==> config.mk <==
export PLATFORM = sky130hd
export DESIGN_NAME = arm_dp_issue
export DESIGN_NICKNAME = d
export VERILOG_FILES = /design/src/rtl/arm_dp_issue.sv
export SDC_FILE = /design/constraint.sdc
export NUM_CORES = 1
export LEC_CHECK = 0
export ABC_CLOCK_PERIOD_IN_PS = 2200
export CAP_MARGIN = 25
export CORE_AREA = 2 2 149 151
export DETAILED_ROUTE_END_ITERATION = 7
export DIE_AREA = 0 0 151 153
export GPL_TIMING_DRIVEN = 0
export HOLD_SLACK_MARGIN = 0.03
export PLACE_DENSITY = 0.72
export SKIP_CTS_REPAIR_TIMING = 1
export SLEW_MARGIN = 10
export SYNTH_ARGS = -nofsm -noshare
export SYNTH_HDL_FRONTEND = slang
export SYNTH_SLANG_ARGS = --single-unit
==> constraint.sdc <==
create_clock -name clk -period 2.2 [get_ports clk]
set_input_delay 0.22 -clock clk [delete_from_list [all_inputs] [get_ports clk]]
set_output_delay 0.22 -clock clk [all_outputs]
set_load 0.005 [all_outputs]
==> src/rtl/arm_dp_issue.sv <==
// Issue/retire controller for one ARM data-processing instruction at a time.
// Owns the CPSR. Evaluates the condition code and drives the external arm_alu.
// Captures the ALU result and hands it to register-file writeback.
module arm_dp_issue #(
  parameter logic [31:0] CPSR_RESET = 32'h0000_00D3,
  parameter int          CNT_W      = 16
) (
  input  logic             clk,
  input  logic             rst_n,
  input  logic             in_valid,
  output logic             in_ready,
  input  logic [3:0]       in_cond,
  input  logic [3:0]       in_opcode,
  input  logic             in_s,
  input  logic [3:0]       in_rd,
  input  logic [31:0]      in_op1,
  input  logic [31:0]      in_op2,
  output logic [31:0]      alu_op1,
  output logic [31:0]      alu_op2,
  output logic [3:0]       alu_op_sel,
  output logic [31:0]      alu_cpsr_prev,
  input  logic [31:0]      alu_out,
  input  logic [31:0]      alu_cpsr_next,
  output logic             wb_valid,
  input  logic             wb_ready,
  output logic [3:0]       wb_rd,
  output logic [31:0]      wb_data,
  output logic [31:0]      cpsr,
  input  logic             cpsr_wr_en,
  input  logic [31:0]      cpsr_wr_data,
  output logic [CNT_W-1:0] exec_count,
  output logic [CNT_W-1:0] skip_count
);

  localparam logic [1:0] ST_IDLE = 2'd0;
  localparam logic [1:0] ST_EXEC = 2'd1;
  localparam logic [1:0] ST_WB   = 2'd2;

  logic [1:0]       state_q,    state_d;
  logic [31:0]      cpsr_q,     cpsr_d;
  logic             wb_valid_q, wb_valid_d;
  logic [3:0]       wb_rd_q,    wb_rd_d;
  logic [31:0]      wb_data_q,  wb_data_d;
  logic [31:0]      op1_q,      op1_d;
  logic [31:0]      op2_q,      op2_d;
  logic [3:0]       opcode_q,   opcode_d;
  logic [3:0]       cond_q,     cond_d;
  logic             s_q,        s_d;
  logic [3:0]       rd_q,       rd_d;
  logic [CNT_W-1:0] exec_cnt_q, exec_cnt_d;
  logic [CNT_W-1:0] skip_cnt_q, skip_cnt_d;

  logic cond_ok;
  logic is_compare;

  // Only the NZCV nibble of the ALU's CPSR view is ever consumed.
  logic unused_cpsr_bits;
  assign unused_cpsr_bits = ^alu_cpsr_next[27:0];

  // flags is the NZCV nibble, N in bit 3.
  function automatic logic cond_pass(input logic [3:0] cond, input logic [3:0] flags);
    logic n, z, c, v;
    n = flags[3];
    z = flags[2];
    c = flags[1];
    v = flags[0];
    case (cond)
      4'b0000: cond_pass = z;
      4'b0001: cond_pass = !z;
      4'b0010: cond_pass = c;
      4'b0011: cond_pass = !c;
      4'b0100: cond_pass = n;
      4'b0101: cond_pass = !n;
      4'b0110: cond_pass = v;
      4'b0111: cond_pass = !v;
      4'b1000: cond_pass = c && !z;
      4'b1001: cond_pass = !c || z;
      4'b1010: cond_pass = (n == v);
      4'b1011: cond_pass = (n != v);
      4'b1100: cond_pass = !z && (n == v);
      4'b1101: cond_pass = z || (n != v);
      4'b1110: cond_pass = 1'b1;
      default: cond_pass = 1'b0;
    endcase
  endfunction

  assign cond_ok    = cond_pass(cond_q, cpsr_q[31:28]);
  assign is_compare = (opcode_q[3:2] == 2'b10);

  // NOTE: every _d starts as its _q so no path through the case leaves a
  // variable unassigned; that is what keeps this block free of latches.
  always_comb begin
    state_d    = state_q;
    cpsr_d     = cpsr_q;
    wb_valid_d = wb_valid_q;
    wb_rd_d    = wb_rd_q;
    wb_data_d  = wb_data_q;
    op1_d      = op1_q;
    op2_d      = op2_q;
    opcode_d   = opcode_q;
    cond_d     = cond_q;
    s_d        = s_q;
    rd_d       = rd_q;
    exec_cnt_d = exec_cnt_q;
    skip_cnt_d = skip_cnt_q;

    case (state_q)
      ST_IDLE: begin
        if (in_valid) begin
          op1_d    = in_op1;
          op2_d    = in_op2;
          opcode_d = in_opcode;
          cond_d   = in_cond;
          s_d      = in_s;
          rd_d     = in_rd;
          state_d  = ST_EXEC;
        end
      end
      ST_EXEC: begin
        if (cond_ok) begin
          exec_cnt_d = exec_cnt_q + CNT_W'(1);
          if (s_q || is_compare) begin
            cpsr_d[31:28] = alu_cpsr_next[31:28];
          end
          if (is_compare) begin
            state_d = ST_IDLE;
          end else begin
            wb_data_d  = alu_out;
            wb_rd_d    = rd_q;
            wb_valid_d = 1'b1;
            state_d    = ST_WB;
          end
        end else begin
          skip_cnt_d = skip_cnt_q + CNT_W'(1);
          state_d    = ST_IDLE;
        end
      end
      ST_WB: begin
        if (wb_ready) begin
          wb_valid_d = 1'b0;
          state_d    = ST_IDLE;
        end
      end
      default: state_d = ST_IDLE;
    endcase

    // An MSR write overrides any flag update made in the same cycle.
    if (cpsr_wr_en) begin
      cpsr_d = cpsr_wr_data;
    end
  end

  // NOTE: state is updated with non-blocking assignments so every flop samples
  // the pre-edge values, independent of statement order.
  always_ff @(posedge clk) begin
    if (!rst_n) begin
      state_q    <= ST_IDLE;
      cpsr_q     <= CPSR_RESET;
      wb_valid_q <= 1'b0;
      wb_rd_q    <= '0;
      wb_data_q  <= '0;
      op1_q      <= '0;
      op2_q      <= '0;
      opcode_q   <= '0;
      cond_q     <= '0;
      s_q        <= 1'b0;
      rd_q       <= '0;
      exec_cnt_q <= '0;
      skip_cnt_q <= '0;
    end else begin
      state_q    <= state_d;
      cpsr_q     <= cpsr_d;
      wb_valid_q <= wb_valid_d;
      wb_rd_q    <= wb_rd_d;
      wb_data_q  <= wb_data_d;
      op1_q      <= op1_d;
      op2_q      <= op2_d;
      opcode_q   <= opcode_d;
      cond_q     <= cond_d;
      s_q        <= s_d;
      rd_q       <= rd_d;
      exec_cnt_q <= exec_cnt_d;
      skip_cnt_q <= skip_cnt_d;
    end
  end

  assign in_ready      = (state_q == ST_IDLE);
  assign alu_op1       = op1_q;
  assign alu_op2       = op2_q;
  assign alu_op_sel    = opcode_q;
  assign alu_cpsr_prev = cpsr_q;
  assign cpsr          = cpsr_q;
  assign wb_valid      = wb_valid_q;
  assign wb_rd         = wb_rd_q;
  assign wb_data       = wb_data_q;
  assign exec_count    = exec_cnt_q;
  assign skip_count    = skip_cnt_q;

endmodule

==> results of run 1 <==
power by group through the flow:
stage / Combinational, mW / Sequential, mW / Clock [mW]
3_3_place_gp: 1.26 / 3.59 / 0
3_5_place_dp: 1.27 / 3.60 / 0
6_report: 1.37 / 3.53 / 3.09
2_1_floorplan: 0.485 / 3.59 / 0
5_1_grt: 1.48 / 3.55 / 3.29
4_1_cts: 1.28 / 3.53 / 3.15
worst min-delay path, stage by stage:
cell and delay, ns:
clkdlybuf4s50_1 0.39, nand2_1 0.05, a21oi_1 0.05
metal layers:
| metal | vias to the layer above | track usage [%] | share of wire (%) |
|---|---|---|---|
| met5 | - | 0 | 0 |
| met4 | 0 | 5.25 | 1.3 |
| met3 | 24 | 7.31 | 8.6 |
| met2 | 287 | 34.8 | 50 |
| met1 | 3409 | 24.3 | 41 |
| li1 | 3658 | - | - |
sequential cells by signal, summed over array words and instances (netlist names):
| name | count |
|---|---|
| alu_cpsr_prev | 32 |
| cond_q | 4 |
| wb_data | 32 |
| wb_valid | 1 |
| s_q | 1 |
| alu_op2 | 32 |
| skip_count | 16 |
| rd_q | 4 |
| state_q | 2 |
| alu_op1 | 32 |
| wb_rd | 4 |
| exec_count | 16 |
| alu_op_sel | 4 |
placed cells by master, fill, tap and decap left out, types with 3 or more instances in the layout:
master,n
dfxtp_4,3
clkbuf_16,18
o21ai_0,19
or4_1,3
inv_6,5
nand4_1,10
buf_4,52
clkdlybuf4s50_1,350
nor4_1,3
buf_6,12
clkbuf_1,34
nor2_1,41
o311ai_4,3
dfxtp_2,3
and4_1,3
nor3_1,3
inv_8,3
nand2_1,246
clkbuf_2,4
inv_1,8
dfxtp_1,174
mux2i_1,36
nand3_1,12
or3_1,14
xor2_1,7
a21oi_1,136
final cells by class:
type                            instances  area (um2)  share of cell area [%]
Clock buffer                           19         453                    3.74
Clock inverter                         13         136                    1.13
Inverter                                9        33.8                   0.279
Sequential cell                       180        3620                    29.9
Timing Repair Buffer                  375        3740                    30.9
Tap cell                              280         350                    2.89
Multi-Input combinational cell        587        3250                    26.9
Buffer                                 84         531                    4.38
how the worst max path moves through the flow:
| stage | from | to | slack [ns] | depth (start not counted) |
|---|---|---|---|---|
| 2_1_floorplan | alu_cpsr_prev[31]$_SDFFE_PN0P_ | skip_count[6]$_SDFFE_PN0P_ | 0.12 | 7 |
| 3_3_place_gp | rst_n | state_q[0]$_SDFFE_PN0P_ | -0.24 | 5 |
| 3_5_place_dp | rst_n | rd_q[1]$_SDFFE_PN0P_ | -0.24 | 5 |
| 4_1_cts | alu_cpsr_prev[31]$_SDFFE_PN0P_ | wb_rd[2]$_SDFFE_PN0P_ | -0.24 | 8 |
| 5_1_grt | alu_cpsr_prev[31]$_SDFFE_PN0P_ | exec_count[4]$_SDFFE_PN0P_ | -0.07 | 9 |
| 6_report | alu_cpsr_prev[31]$_SDFFE_PN0P_ | exec_count[10]$_SDFFE_PN0P_ | 0.005 | 9 |
cells by family (layout without fill, tap and decap cells):
logic type,after synthesis,in the layout
xor+xnor,11,11
fa+ha+maj,2,2
buf+inv,93,500
simple gates,356,356
mux,36,36
compound gates,182,182
flops,180,180
stage by stage:
stage | cell area, um2 | utilization, % | std cells | worst slack (ns) | hold slack (ns)
after floorplan | 7220 | - | 860 | 0.118 | 0.338
after global placement | 11100 | 51.5 | 1490 | -0.239 | 0.440
after detailed placement | 11100 | 51.5 | 1490 | -0.237 | 0.446
after CTS | 11700 | 54.3 | 1522 | -0.242 | 0.316
after global routing | 12100 | 56.4 | 1547 | -0.0677 | 0.319
final | 12100 | 56.4 | 1547 | 0.00550 | 0.332
==> metrics, run 1 <==
H-tree depth 4; CP Buf/Inv Count 3; Area Growth Syn to Fin 67.8%; critical-path cell list buf_6, xor2_4, o221ai_4, o311a_4, buf_6, o311ai_4, buf_2, or3_1, a21oi_1; status finished, final reports clean; DP HPWL 18.4 mm; Rows 54; Switching Fraction 26.2%; final setup fails 0; CTS sink count 180; xor/xnor cell area share of the yosys netlist 1.33%; Die Wd 151 um; wire length per cell 16.1 um; Slowest cell on crit path o311a_4; slowest stage delay, CP 0.44 ns; global route total overflow 0; Initial Util 33.6%; vias in the first global route 6926; Final Max Tran Viols 0; worst reg2reg path depth 9; Yosys Warn Count 0; Via density 4.77; mux cell area share after synthesis 4.99%; worst-margin pin slew 0.790 ns; Worst-Skew Late Latency 0.43 ns; n_diodes 0; Crit path top cell by count buf_6; Post-DRT Antenna Nets 0; Crit Path Max Fanout 6; via count about 7.4k; final WL approximately 25 mm; DIE AREA 23100 um2; setup TNS 0 ns; Hold Path Stages 3; Static Leak around 4.5 nW; post-synthesis cell count 860; pwr/cell area 660 nW/um2; core region area 21500 um2; largest cells by area after synthesis dfxtp_1, nand2_1, a21oi_1, mux2i_1, buf_4; area of the mapped netlist 7220 um2; share of the synthesized area in the top cell type 49.9%; Clock Tree Buf Depth 2; WS Path Type reg2reg; drc violations 0; R2R setup slack 0.005 ns; Gate power share between 10% and 20%; R2R Path End exec_count[10]$_SDFFE_PN0P_; Pre-Repair DR Iteration Count 5; post-layout min period between 2 and 2.5 ns; Psw 2.10 mW; antenna violations before repair 1; simple-gate area share of the yosys netlist 21.3%; number of synthesized flops with an enable pin 0; crit path DAT 2.49 ns; Fmax 0.456 GHz; Port Buffers between 300 and 400; internal power 5.89 mW; Final Hold Vio Count 0; first-pass GRT wire length 36.8 mm; asr flop ratio synth 0%; Total GRT Usage about a fifth; HP Class in2reg; synthesized area per cell between 8 and 9 um2; placer's final routability congestion estimate around 0.84; crit share post-route between 90 and 100%; Hold Startpoint in_op2[0]; most instantiated cells after synthesis nand2_1, dfxtp_1, a21oi_1, nor2_1, mux2i_1; share of power burned in registers between 40% and 50%; CP startpoint kind flip-flop; fraction of layout cells with a size suffix above 1 11.0%; Synth Register Bits 180; Synth Area in Adders less than 1%; relative slew slack 47.3%; unrepaired setup endpoints after global routing yes; capturing element type of the critical path flip-flop; Main synth FF type dfxtp_1; largest net degree at the start of global routing 18; Synth Area in Compound Gates 14.9%; worst vdd ir 0.535 mV; IO Count 380; most frequent cell after synthesis nand2_1; Synth area leader dfxtp_1; worst path required time 2.49 ns; clk slew on worst S/H paths 0.07 ns; distinct cell type count after synthesis 54; die height 153 um; # fillers 1961; Post-Syn Nets 1040; TritonCTS clock tree built; Clock Skew 0.00982 ns; MaxCap Viol Count 0; Power Total between 7 and 8 mW; nets@finish about 1.4k; sequential fraction of the synthesis area between 40 and 50%; FF-to-FF Start alu_cpsr_prev[31]$_SDFFE_PN0P_; root buf cell clkbuf_16; CTS buffer count 17; Worst path top cell family by delay compound AO/OA/AOI/OAI gates; WHS Endpoint alu_op2[0]$_SDFFE_PN0P_; clock share of power 38.7%; main combinational cell family by area after synthesis simple AND/OR/NAND/NOR gates; First DRT Iteration DRCs 369
No activity file was read; power rests on OpenSTA's default activity.
==> run 2: changes to the inputs <==
Settings changed: CTS_CLUSTER_SIZE from default to 8.
==> results of run 2 <==
No change in the layout: final DEF, timing and power equal those of run 1.
